File: src/rtl/keypad_pkg.sv
// Shared types and helpers for the 4x4 keypad scanner.
package keypad_pkg;

    localparam int NUM_ROWS = 4;
    localparam int NUM_COLS = 4;

    typedef enum logic [1:0] {SCAN, DEBOUNCE, PRESSED} state_t;

    // True when exactly one active-low column line is asserted.
    function automatic logic one_low(input logic [NUM_COLS-1:0] col);
        logic [2:0] n;
        n = '0;
        for (int i = 0; i < NUM_COLS; i++) begin
            n = n + {2'b00, ~col[i]};
        end
        return (n == 3'd1);
    endfunction

    // Position of the low bit; only meaningful when one_low() holds.
    function automatic logic [1:0] low_pos(input logic [NUM_COLS-1:0] col);
        logic [1:0] p;
        p = '0;
        for (int i = 0; i < NUM_COLS; i++) begin
            if (!col[i]) p = 2'(i);
        end
        return p;
    endfunction

    function automatic logic [3:0] key_index(input logic [1:0] row_idx,
                                             input logic [1:0] col_idx);
        return {row_idx, col_idx};
    endfunction

endpackage

File: src/rtl/key_sync2.sv
// Two-flop synchroniser for asynchronous active-low inputs; resets to idle (all ones).
module key_sync2 #(
    parameter int WIDTH = 4
) (
    input  logic             clk,
    input  logic             rst_n,
    input  logic [WIDTH-1:0] d,
    output logic [WIDTH-1:0] q
);

    logic [WIDTH-1:0] sync_p0;
    logic [WIDTH-1:0] sync_p1;

    always_ff @(posedge clk or negedge rst_n) begin
        if (!rst_n) begin
            sync_p0 <= '1;
            sync_p1 <= '1;
        end else begin
            sync_p0 <= d;
            sync_p1 <= sync_p0;
        end
    end

    assign q = sync_p1;

endmodule

File: src/rtl/keypad_scanner.sv
// 4x4 matrix keypad scanner with debounce, one-hot key output and valid/held flags.
// Optional build macro KEYPAD_CLEAR_ON_RELEASE_EN clears onehot on an accepted release.
module keypad_scanner
    import keypad_pkg::*;
#(
    parameter int CLK_DIV        = 1000,
    parameter int DEBOUNCE_TICKS = 10
) (
    input  logic                            clk,
    input  logic                            rst_n,
    output logic [NUM_ROWS-1:0]             row,
    input  logic [NUM_COLS-1:0]             col,
    output logic [NUM_ROWS*NUM_COLS-1:0]    onehot,
    output logic                            key_valid,
    output logic                            key_held
);

    localparam int PW = (CLK_DIV > 1) ? $clog2(CLK_DIV) : 1;
    localparam int CW = $clog2(DEBOUNCE_TICKS + 1);

    logic [NUM_COLS-1:0] col_s;

    key_sync2 #(.WIDTH(NUM_COLS)) u_sync (
        .clk   (clk),
        .rst_n (rst_n),
        .d     (col),
        .q     (col_s)
    );

    logic [PW-1:0] pre_cnt;
    logic          tick;

    assign tick = (pre_cnt == PW'(CLK_DIV - 1));

    always_ff @(posedge clk or negedge rst_n) begin
        if (!rst_n) begin
            pre_cnt <= '0;
        end else if (tick) begin
            pre_cnt <= '0;
        end else begin
            pre_cnt <= pre_cnt + 1'b1;
        end
    end

    state_t                          state, state_nxt;
    logic [NUM_ROWS-1:0]             row_q, row_nxt;
    logic [1:0]                      row_idx, row_idx_nxt;
    logic [NUM_COLS-1:0]             cap_pat, cap_pat_nxt;
    logic [1:0]                      cap_col, cap_col_nxt;
    logic [CW-1:0]                   deb_cnt, cnt_nxt;
    logic [NUM_ROWS*NUM_COLS-1:0]    onehot_q, onehot_nxt;
    logic                            valid_q, valid_nxt;
    logic                            held_q, held_nxt;

    always_ff @(posedge clk or negedge rst_n) begin
        if (!rst_n) begin
            state    <= SCAN;
            row_q    <= 4'b1110;
            row_idx  <= '0;
            cap_pat  <= '1;
            cap_col  <= '0;
            deb_cnt  <= '0;
            onehot_q <= '0;
            valid_q  <= 1'b0;
            held_q   <= 1'b0;
        end else begin
            state    <= state_nxt;
            row_q    <= row_nxt;
            row_idx  <= row_idx_nxt;
            cap_pat  <= cap_pat_nxt;
            cap_col  <= cap_col_nxt;
            deb_cnt  <= cnt_nxt;
            onehot_q <= onehot_nxt;
            valid_q  <= valid_nxt;
            held_q   <= held_nxt;
        end
    end

    // col_s seen at a tick belongs to the row driven since the previous tick.
    always_comb begin
        logic [CW-1:0] cnt_inc;
        state_nxt   = state;
        row_nxt     = row_q;
        row_idx_nxt = row_idx;
        cap_pat_nxt = cap_pat;
        cap_col_nxt = cap_col;
        cnt_nxt     = deb_cnt;
        onehot_nxt  = onehot_q;
        valid_nxt   = 1'b0;
        held_nxt    = held_q;
        cnt_inc     = deb_cnt + 1'b1;

        if (tick) begin
            case (state)
                SCAN: begin
                    if (one_low(col_s)) begin
                        cap_pat_nxt = col_s;
                        cap_col_nxt = low_pos(col_s);
                        cnt_nxt     = '0;
                        state_nxt   = DEBOUNCE;
                    end else begin
                        row_nxt     = {row_q[NUM_ROWS-2:0], row_q[NUM_ROWS-1]};
                        row_idx_nxt = row_idx + 2'd1;
                    end
                end
                DEBOUNCE: begin
                    if (col_s == cap_pat) begin
                        if (cnt_inc == CW'(DEBOUNCE_TICKS)) begin
                            onehot_nxt = (NUM_ROWS*NUM_COLS)'(1) << key_index(row_idx, cap_col);
                            valid_nxt  = 1'b1;
                            held_nxt   = 1'b1;
                            cnt_nxt    = '0;
                            state_nxt  = PRESSED;
                        end else begin
                            cnt_nxt = cnt_inc;
                        end
                    end else begin
                        cnt_nxt   = '0;
                        state_nxt = SCAN;
                    end
                end
                PRESSED: begin
                    // Only an all-high pattern counts toward release; extra keys do not.
                    if (col_s == '1) begin
                        if (cnt_inc == CW'(DEBOUNCE_TICKS)) begin
                            held_nxt  = 1'b0;
                            cnt_nxt   = '0;
                            state_nxt = SCAN;
`ifdef KEYPAD_CLEAR_ON_RELEASE_EN
                            onehot_nxt = '0;
`endif
                        end else begin
                            cnt_nxt = cnt_inc;
                        end
                    end else begin
                        cnt_nxt = '0;
                    end
                end
                default: begin
                    cnt_nxt   = '0;
                    state_nxt = SCAN;
                end
            endcase
        end
    end

    assign row       = row_q;
    assign onehot    = onehot_q;
    assign key_valid = valid_q;
    assign key_held  = held_q;

endmodule

File: config.mk
export PLATFORM = sky130hd
export DESIGN_NAME = keypad_scanner
export DESIGN_NICKNAME = d
export VERILOG_FILES = /design/src/rtl/keypad_pkg.sv /design/src/rtl/key_sync2.sv /design/src/rtl/keypad_scanner.sv
export SDC_FILE = /design/constraint.sdc
export NUM_CORES = 1
export LEC_CHECK = 0
export CORE_UTILIZATION = 33
export CTS_BUF_LIST = sky130_fd_sc_hd__clkbuf_8
export DETAILED_ROUTE_END_ITERATION = 16
export DONT_BUFFER_PORTS = 1
export GPL_TIMING_DRIVEN = 0
export MAX_ROUTING_LAYER = met4
export PLACE_DENSITY_LB_ADDON = 0.1
export RECOVER_POWER = 100
export SYNTH_ARGS = -nofsm -noshare
export SYNTH_HDL_FRONTEND = slang
export SYNTH_SLANG_ARGS = --single-unit
File: constraint.sdc
create_clock -name clk -period 4.6 [get_ports clk]
set_clock_uncertainty 0.2 [all_clocks]
set_input_delay 0.23 -clock clk [delete_from_list [all_inputs] [get_ports clk]]
set_output_delay 0.23 -clock clk [all_outputs]
set_load 0.03 [all_outputs]
==> metrics.txt, run 1 <==
commonest cells after routing, fill and taps aside dfrtp_1, nand2_1, nor2_1; commonest non-fill, non-tap cell in the layout dfrtp_1; share of post-route cells with drive strength above 1 16.3%; starting density of the core between 30% and 40%; GRT overflow 0; P per Cell Area 293 nW/um^2; Syn Nets 252; Max Freq 275 MHz; DRT Pass-1 Iters 6; synth top area cells dfrtp_1, dfstp_2, nand2_1; max cap viols 1; Hold WC Path Type flip-flop to flip-flop; Worst-Skew Late Latency 300 ps; row count 32; gr usage total 13.0%; Mapped Area ~2600 um^2; Yosys top cell area share 37.2%; final hold violations 0; Slew HR -91.9%; post-synthesis cell type count 55; antenna cells 0; initial antenna violation count 0; CTS Sinks 54; synthesized instance count 237; CTS tree built; Max VDD drop 0.113 mV; vias in the first global route 1630; Synthesis Warnings 0; Clock transition at path regs 90 ps; Area Overhead vs Synth 8.54%; largest area contributor in the netlist dfrtp_1; RSZ-0062 raised after global routing no; largest net degree at the start of global routing 55; H-tree Lvls 2; final wirelength between 4 and 5 mm; post-DP HPWL 3.38 mm; IO buf count 0; Resized Gates After CTS 0; Pins Over Slew Limit 55; worst-path fanout max 6; total CTS buffers 5; via count 1703; FILL cells between 700 and 800; status finished with violations; RePlAce Congestion 0.745; die span in y 91.1 um; # setup viols final 0; core box area 7690 um^2; Final min period 3640 ps; First DRT Iteration DRCs 92; Async SR Flop Fraction 100%; Layout Nets 265; Clock Path Buffers 2; Final TNS setup 0 ps; CP Data Arrival Time 3690 ps; drt wl/cell 13.8 um; clock root cell clkbuf_8; DRC viols 0; Worst Max-Slew Pin Slew 2880 ps; critical path launch point type flip-flop; Crit Path Class flip-flop to flip-flop; register area share after synthesis 52.2%; failing checks capacitance limit, slew limit; ANT nets after route 0; die width 91.1 um; hold buffer count at CTS 6; period utilization 79.0%; Tot Pwr around 0.00083 W; Post-CTS Setup Bufs 0; I/O Pins 28; Synth Flop Type dfrtp_1; Final Util 37.0%; FF+latch count, synth 54; die area 8310 um^2; Leakage approximately 1.3 nW; Critical Path End Type flip-flop; first-pass GRT wire length 8.22 mm; EDFF count, synth 0; Vias/cell between 4 and 5; CP Data Required Time 4650 ps; syn_area_per_cell 11.1 um^2
final timing paths:
| path | startpoint | end | slack (ps) | depth (start not counted) |
|---|---|---|---|---|
| worst max register to register | u_sync.q[2]$_DFF_PN1_ | deb_cnt[2]$_DFFE_PN0P_ | 960 | 9 |
| worst max-delay path | u_sync.q[2]$_DFF_PN1_ | deb_cnt[2]$_DFFE_PN0P_ | 960 | 9 |
| worst min-delay path | u_sync.sync_p0[0]$_DFF_PN1_ | u_sync.q[0]$_DFF_PN1_ | 160 | 0 |
| min in group asynchronous | rst_n | pre_cnt[2]$_DFF_PN0_ | 1220 | 2 |
| max in group asynchronous | rst_n | row_idx[1]$_DFFE_PN0P_ | 1380 | 2 |
| worst min register to register | u_sync.sync_p0[0]$_DFF_PN1_ | u_sync.q[0]$_DFF_PN1_ | 160 | 0 |
critical path: stages, from the launching register on:
cell       delay (ps)
dfstp_1           680
fa_1              460
inv_1              60
ha_1              130
ha_1              210
or3b_1            430
a2111oi_0         840
nand3b_1          160
a221oi_1          280
a21o_1            110
sequential cells by signal, summed over array words and instances, names as in the netlist, 2 cells and up:
signal,count
onehot,16
pre_cnt,10
cap_pat,4
deb_cnt,4
row,4
u_sync.q,4
u_sync.sync_p0,4
cap_col,2
row_idx,2
state,2
cell families after synthesis:
group / after synthesis / synth area share [%]
AOI/OAI and AO/OA: 46 / 13.4
xor gates and xnor gates: 11 / 3.96
adders and majority gates: 9 / 4.58
buffers and inverters: 19 / 3.34
DFF: 54 / 52.2
muxes: 10 / 4.29
and+or+nand+nor: 88 / 18.2
cell usage after synthesis, types with 2 or more instances:
cell type  number
nand3b_1        2
ha_1            8
dfrtp_1        39
clkbuf_1        3
nand2_1        31
nor3b_1         2
mux2_2         10
o41ai_1         2
nor2b_1         4
inv_1          13
o21ai_1         2
o21ai_2         7
nor3_1          2
nor4b_1         2
a31oi_1         3
or3_4           2
nand4_1         2
nand3_1         5
xor2_1          5
dfstp_2        15
nand2b_1        2
nor2_1         21
a21o_1          2
buf_6           2
and3_1          3
a22o_1          2
o21ai_0         5
o31ai_1         2
xnor2_1         5
a21oi_1         5
a21o_2          5
per-stage QoR:
stage | setup slack, ps | hold WS, ps | instance area, um^2 | std cells
5_1_grt | 598 | 169 | 2850 | 353
4_1_cts | 1100 | 162 | 2940 | 353
3_5_place_dp | 1120 | -265 | 2750 | 339
2_1_floorplan | 1350 | -266 | 2620 | 237
3_3_place_gp | 1060 | -265 | 2750 | 339
6_report | 964 | 161 | 2850 | 353
layer usage:
layer / up-vias / GRT usage, % / share of wire [%]
li1: 846 / - / -
met5: - / - / 0
met1: 814 / 17.1 / 50
met4: 0 / 5.16 / 1.6
met2: 37 / 19.2 / 44
met3: 6 / 3.27 / 4.2
power breakdown:
| group | total [W] | leakage [nW] | switching, W | internal, W |
|---|---|---|---|---|
| clock network | 0.000326 | 0.0626 | 0.000151 | 0.000175 |
| logic | 0.0000233 | 0.502 | 0.0000151 | 0.00000825 |
| registers | 0.000485 | 0.687 | 0.00000379 | 0.000481 |
final cells by class:
| cell class | count | area, um^2 | area share, % |
|---|---|---|---|
| Clock buffer | 6 | 82.6 | 2.90 |
| Inverter | 13 | 48.8 | 1.71 |
| Multi-Input combinational cell | 164 | 1110 | 38.9 |
| Timing Repair Buffer | 6 | 53.8 | 1.89 |
| Tap cell | 102 | 128 | 4.48 |
| Buffer | 6 | 22.5 | 0.791 |
| Sequential cell | 54 | 1370 | 48.1 |
| Clock inverter | 2 | 33.8 | 1.19 |
Power figures use the tool's default switching activity.
==> run 2, diff against run 1 <==
==> constraint.sdc (replaced) <==
create_clock -name clk -period 3.3 [get_ports clk]
set_clock_uncertainty 0.2 [all_clocks]
set_input_delay 0.165 -clock clk [delete_from_list [all_inputs] [get_ports clk]]
set_output_delay 0.165 -clock clk [all_outputs]
set_load 0.03 [all_outputs]
==> metrics.txt, run 2 (same netlist as run 1, synthesis figures left out) <==
status completed; Critical Path End Type flip-flop; DP Area 2750 um^2; die width 91.1 um; CP Data Arrival Time 3180 ps; first-pass GRT wire length between 8 and 9 mm; Slew HR 11.4%; via count approximately 1700; clock root cell clkbuf_8; Layout Nets 269; Max Freq 314 MHz; Comb power frac roughly 3.5%; drt wl/cell about 14 um; Seq pwr share 57.7%; initial antenna violation count 0; H-tree Lvls 2; largest net degree at the start of global routing 55; gr usage total 13.1%; antenna cells 0; CP Data Required Time 3300 ps; Clock transition at path regs 90 ps; core box area between 7000 and 8000 um^2; RePlAce Congestion between 0.7 and 0.8; Worst Max-Slew Pin Slew 1330 ps; commonest cells after routing, fill and taps aside dfrtp_1, nand2_1, nor2_1; RSZ-0062 raised after global routing yes; starting density of the core between 30% and 40%; final wirelength 4.95 mm; row count 32; First DRT Iteration DRCs between 70 and 80; ANT nets after route 0; CTS tree built; clock power share around two fifths; worst-path fanout max 4; Clock Path Buffers 2; total CTS buffers 5; P per Cell Area 401 nW/um^2; Net Sw Frac 20.4%; max cap viols 0; # setup viols final 0; critical path launch point type flip-flop; Area Overhead vs Synth 11.3%; IO buf count 0; P_sw approximately 0.00024 W; DRC viols 0; vias in the first global route 1640; Leakage 1.28 nW; Hold WC Path Type flip-flop to flip-flop; share of post-route cells with drive strength above 1 about a fifth; Max VDD drop roughly 0.16 mV; Vias/cell 4.81; final hold violations 0; I/O Pins 28; DRT Pass-1 Iters 4; period utilization between 90% and 100%; die area 8310 um^2; Pint approximately 0.00093 W; fin area approximately 3000 um^2; CTS Sinks 54; Crit Path Class flip-flop to flip-flop; Worst-Skew Late Latency a little over 300 ps; GRT overflow 0; post-DP HPWL 3.38 mm; commonest non-fill, non-tap cell in the layout dfrtp_1; Final Util 38.0%; die span in y 91.1 um; Final min period 3190 ps; Pins Over Slew Limit 0; Largest register FFs 16
## run 2: final cells by class
class / count / area (um^2)
plain buffers: 6 / 22.5
flip-flops and latches: 54 / 1370
fillers: 790 / 4770
inverters: 13 / 48.8
clock inverters: 2 / 33.8
repair buffers: 10 / 85.1
well taps: 102 / 128
clock buffers: 6 / 82.6
multi-input cells: 164 / 1150
## run 2: critical path, cell delays in order (launching register included)
cell and delay [ps]:
dfstp_2 400, fa_1 530, inv_1 40, ha_1 170, ha_1 270, or3b_4 430
a2111o_1 420, nor2_2 130, a21boi_2 190, mux2_4 310
## run 2: routing by layer
metal  track usage (%)  wire length [um]  part of all wire (%)
met4              5.16                87                   1.8
met5                 -                 0                     0
met2              19.3              2210                    45
met1              17.3              2450                    50
met3              3.27               201                   4.1
## run 2: path summary, 6_finish.rpt
check,cells after the start,slack [ps],from,end
worst max-delay path,9,110,u_sync.q[0]$_DFF_PN1_,state[0]$_DFFE_PN0P_
worst min-delay path,0,160,u_sync.sync_p0[0]$_DFF_PN1_,u_sync.q[0]$_DFF_PN1_
worst max register to register,9,110,u_sync.q[0]$_DFF_PN1_,state[0]$_DFFE_PN0P_
worst min register to register,0,160,u_sync.sync_p0[0]$_DFF_PN1_,u_sync.q[0]$_DFF_PN1_
max in group asynchronous,2,1600,rst_n,row_idx[1]$_DFFE_PN0P_
min in group asynchronous,2,500,rst_n,pre_cnt[2]$_DFF_PN0_
## run 2: power by group through the flow
stage	Sequential (W)	Combinational (W)	Clock, W
2_1_floorplan	0.000687	0.0000151	0
3_5_place_dp	0.000689	0.0000188	0
4_1_cts	0.000676	0.0000439	0.000478
3_3_place_gp	0.000688	0.0000184	0
5_1_grt	0.000675	0.0000481	0.000503
6_report	0.000674	0.0000406	0.000454
## run 2: timing repair
| item | CTS | global route |
|---|---|---|
| setup endpoints to repair | 3 | 2 |
| setup buffers | 2 | 2 |
| endpoints found under the hold margin | 58 | 0 |
| resized for setup | 2 | 2 |
| hold buffers | 6 | 0 |
| pin swaps | 1 | 0 |
## run 2: per-stage QoR
step	cells	power, W	setup WS, ps	setup TNS (ps)	hold slack (ps)
finish	357	0.00117	115	0	160
global route	357	0.00123	-6.59	-6.59	169
CTS	355	0.00120	41.0	0	162
global placement	339	0.000707	-241	-559	-330
detailed placement	339	0.000708	-179	-461	-330
floorplan	237	0.000702	53.2	0	-331
==> run 3, diff against run 2 <==
--- a/config.mk
+++ b/config.mk
@@ -13,6 +13,7 @@
 export MAX_ROUTING_LAYER = met4
 export PLACE_DENSITY_LB_ADDON = 0.1
 export RECOVER_POWER = 100
+export SETUP_SLACK_MARGIN = 0.5
 export SYNTH_ARGS = -nofsm -noshare
 export SYNTH_HDL_FRONTEND = slang
 export SYNTH_SLANG_ARGS = --single-unit
==> metrics.txt, run 3 (same netlist as run 1, synthesis figures left out) <==
RePlAce Congestion 0.785; first-pass GRT wire length a little over 9 mm; final wirelength about 5.2 mm; Slew HR 10.3%; core box area roughly 7700 um^2; H-tree Lvls 2; Hold Path Stages 0; Pins Over Slew Limit 0; die span in y 91.1 um; P per Cell Area about 370 nW/um^2; RSZ-0062 raised after global routing yes; CP cell instances fa_1 > inv_1 > ha_4 > ha_4 > or3b_1 > a2111o_1 > nor2_2 > a21boi_2 > mux2_4; largest net degree at the start of global routing between 50 and 60; commonest cells after routing, fill and taps aside dfrtp_1, nand2_1, nor2_1; Crit Path Class flip-flop to flip-flop; WP buf/inv 1; Largest register FFs 16; Max Freq 317 MHz; Clock Path Buffers 2; CTS Sinks 54; post-DP HPWL 3.40 mm; vias in the first global route 1786; Vias/cell 4.84; First DRT Iteration DRCs 79; Tot Pwr 0.00111 W; stages on the worst setup path 9; Final min period ~3200 ps; die width 91.1 um; Hold WC Path Type flip-flop to flip-flop; commonest non-fill, non-tap cell in the layout dfrtp_1; Critical-path top delay cell dfstp_1; Leakage 1.31 nW; via count 1762; max cap viols 0; Worst Max-Slew Pin Slew between 1000 and 1500 ps; Area Overhead vs Synth 15.0%; drt wl/cell 14.3 um; gr usage total ~14%; # setup viols final 0; GRT overflow 0; ANT nets after route 0; row count 32; worst hold slack around 160 ps; DRC viols 0; share of post-route cells with drive strength above 1 23.7%; FILL cells 798; I/O Pins 28; period utilization roughly 96%; starting density of the core 34.1%; die area ~8300 um^2; Worst-Skew Late Latency 300 ps; Clock transition at path regs 100 ps; CP Data Arrival Time 3150 ps; Critical Path Max Stage Delay 570 ps; Critical Path End Type flip-flop; Worst R2R Path Depth 9; critical path launch point type flip-flop; clock root cell clkbuf_8; antenna cells 0; Max VDD drop 0.156 mV; Layout Nets around 280; CP Data Required Time 3300 ps; IO buf count 0; total CTS buffers 5; status completed; CP dominant cell by count ha_4; initial antenna violation count 0; Final TNS setup 0 ps; final hold violations 0; worst-path fanout max 2; DRT Pass-1 Iters 4; CTS tree built; Crit path max-delay family adder cells
==> run 3: changes by cell type in the layout (fill, tap and decap cells not counted), moves of 2 or more <==
cell | previous run | this run
ha_4 | 0 | 2
buf_6 | 0 | 4
o21ai_2 | 2 | 0
o21ai_0 | 11 | 14
ha_1 | 8 | 6
buf_4 | 4 | 7
==> run 3: worst reg2reg max path, delay by kind of cell, from the launching register on <==
| family | cells | cell delay [ps] |
|---|---|---|
| simple gates | 2 | 520 |
| buf+inv | 1 | 100 |
| mux | 1 | 310 |
| fa+ha+maj | 3 | 740 |
| compound gates | 2 | 610 |
| flops | 1 | 570 |
==> run 3: where the power goes <==
group	total, W	switching, W	leakage (nW)	internal [W]
sequential	0.000674	0.00000355	0.687	0.000670
combinational	0.0000482	0.0000284	0.567	0.0000198
clock	0.000392	0.000221	0.0530	0.000171
==> run 3: final cells by class <==
type | instances | area, um^2 | area share [%]
buffer | 6 | 30.0 | 0.995
clock buffer | 6 | 82.6 | 2.74
clock inverter | 2 | 12.5 | 0.415
inverter | 13 | 48.8 | 1.62
multi-input combinational | 164 | 1200 | 39.8
sequential | 54 | 1370 | 45.4
tap | 102 | 128 | 4.23
timing repair buffer | 17 | 145 | 4.81
==> run 3: per-stage QoR <==
stage	setup slack [ps]	instance area (um^2)	utilization, %	cells
floorplan	141	2630	-	237
global placement	-148	2760	35.9	339
detailed placement	-184	2760	35.9	339
CTS	149	3070	39.9	362
global route	57.9	3020	39.2	364
finish	146	3020	39.2	364
==> run 3: path summary, 6_finish.rpt <==
path / startpoint / slack, ps / end
worst max register to register: u_sync.q[1]$_DFF_PN1_ / 150 / state[0]$_DFFE_PN0P_
worst max-delay path: u_sync.q[1]$_DFF_PN1_ / 150 / state[0]$_DFFE_PN0P_
worst min-delay path: u_sync.sync_p0[0]$_DFF_PN1_ / 160 / u_sync.q[0]$_DFF_PN1_
min in group asynchronous: rst_n / 510 / onehot[4]$_DFFE_PN0P_
max in group asynchronous: rst_n / 1580 / deb_cnt[3]$_DFFE_PN0P_
worst min register to register: u_sync.sync_p0[0]$_DFF_PN1_ / 160 / u_sync.q[0]$_DFF_PN1_
==> run 3: routing by layer <==
metal / global-route usage [%] / up-vias / routed length [um]
li1: - / 872 / -
met5: - / - / 0
met1: 18.9 / 857 / 2570
met2: 21.5 / 29 / 2440
met4: 3.17 / 0 / 27
met3: 2.93 / 4 / 184
==> run 3: timing repair <==
action,4_1_cts,5_1_grt
hold buffers,6,0
setup endpoints to repair,13,28
gates resized for setup,10,10
pin swaps,5,4
hold endpoints to repair,58,0
setup buffers,9,2
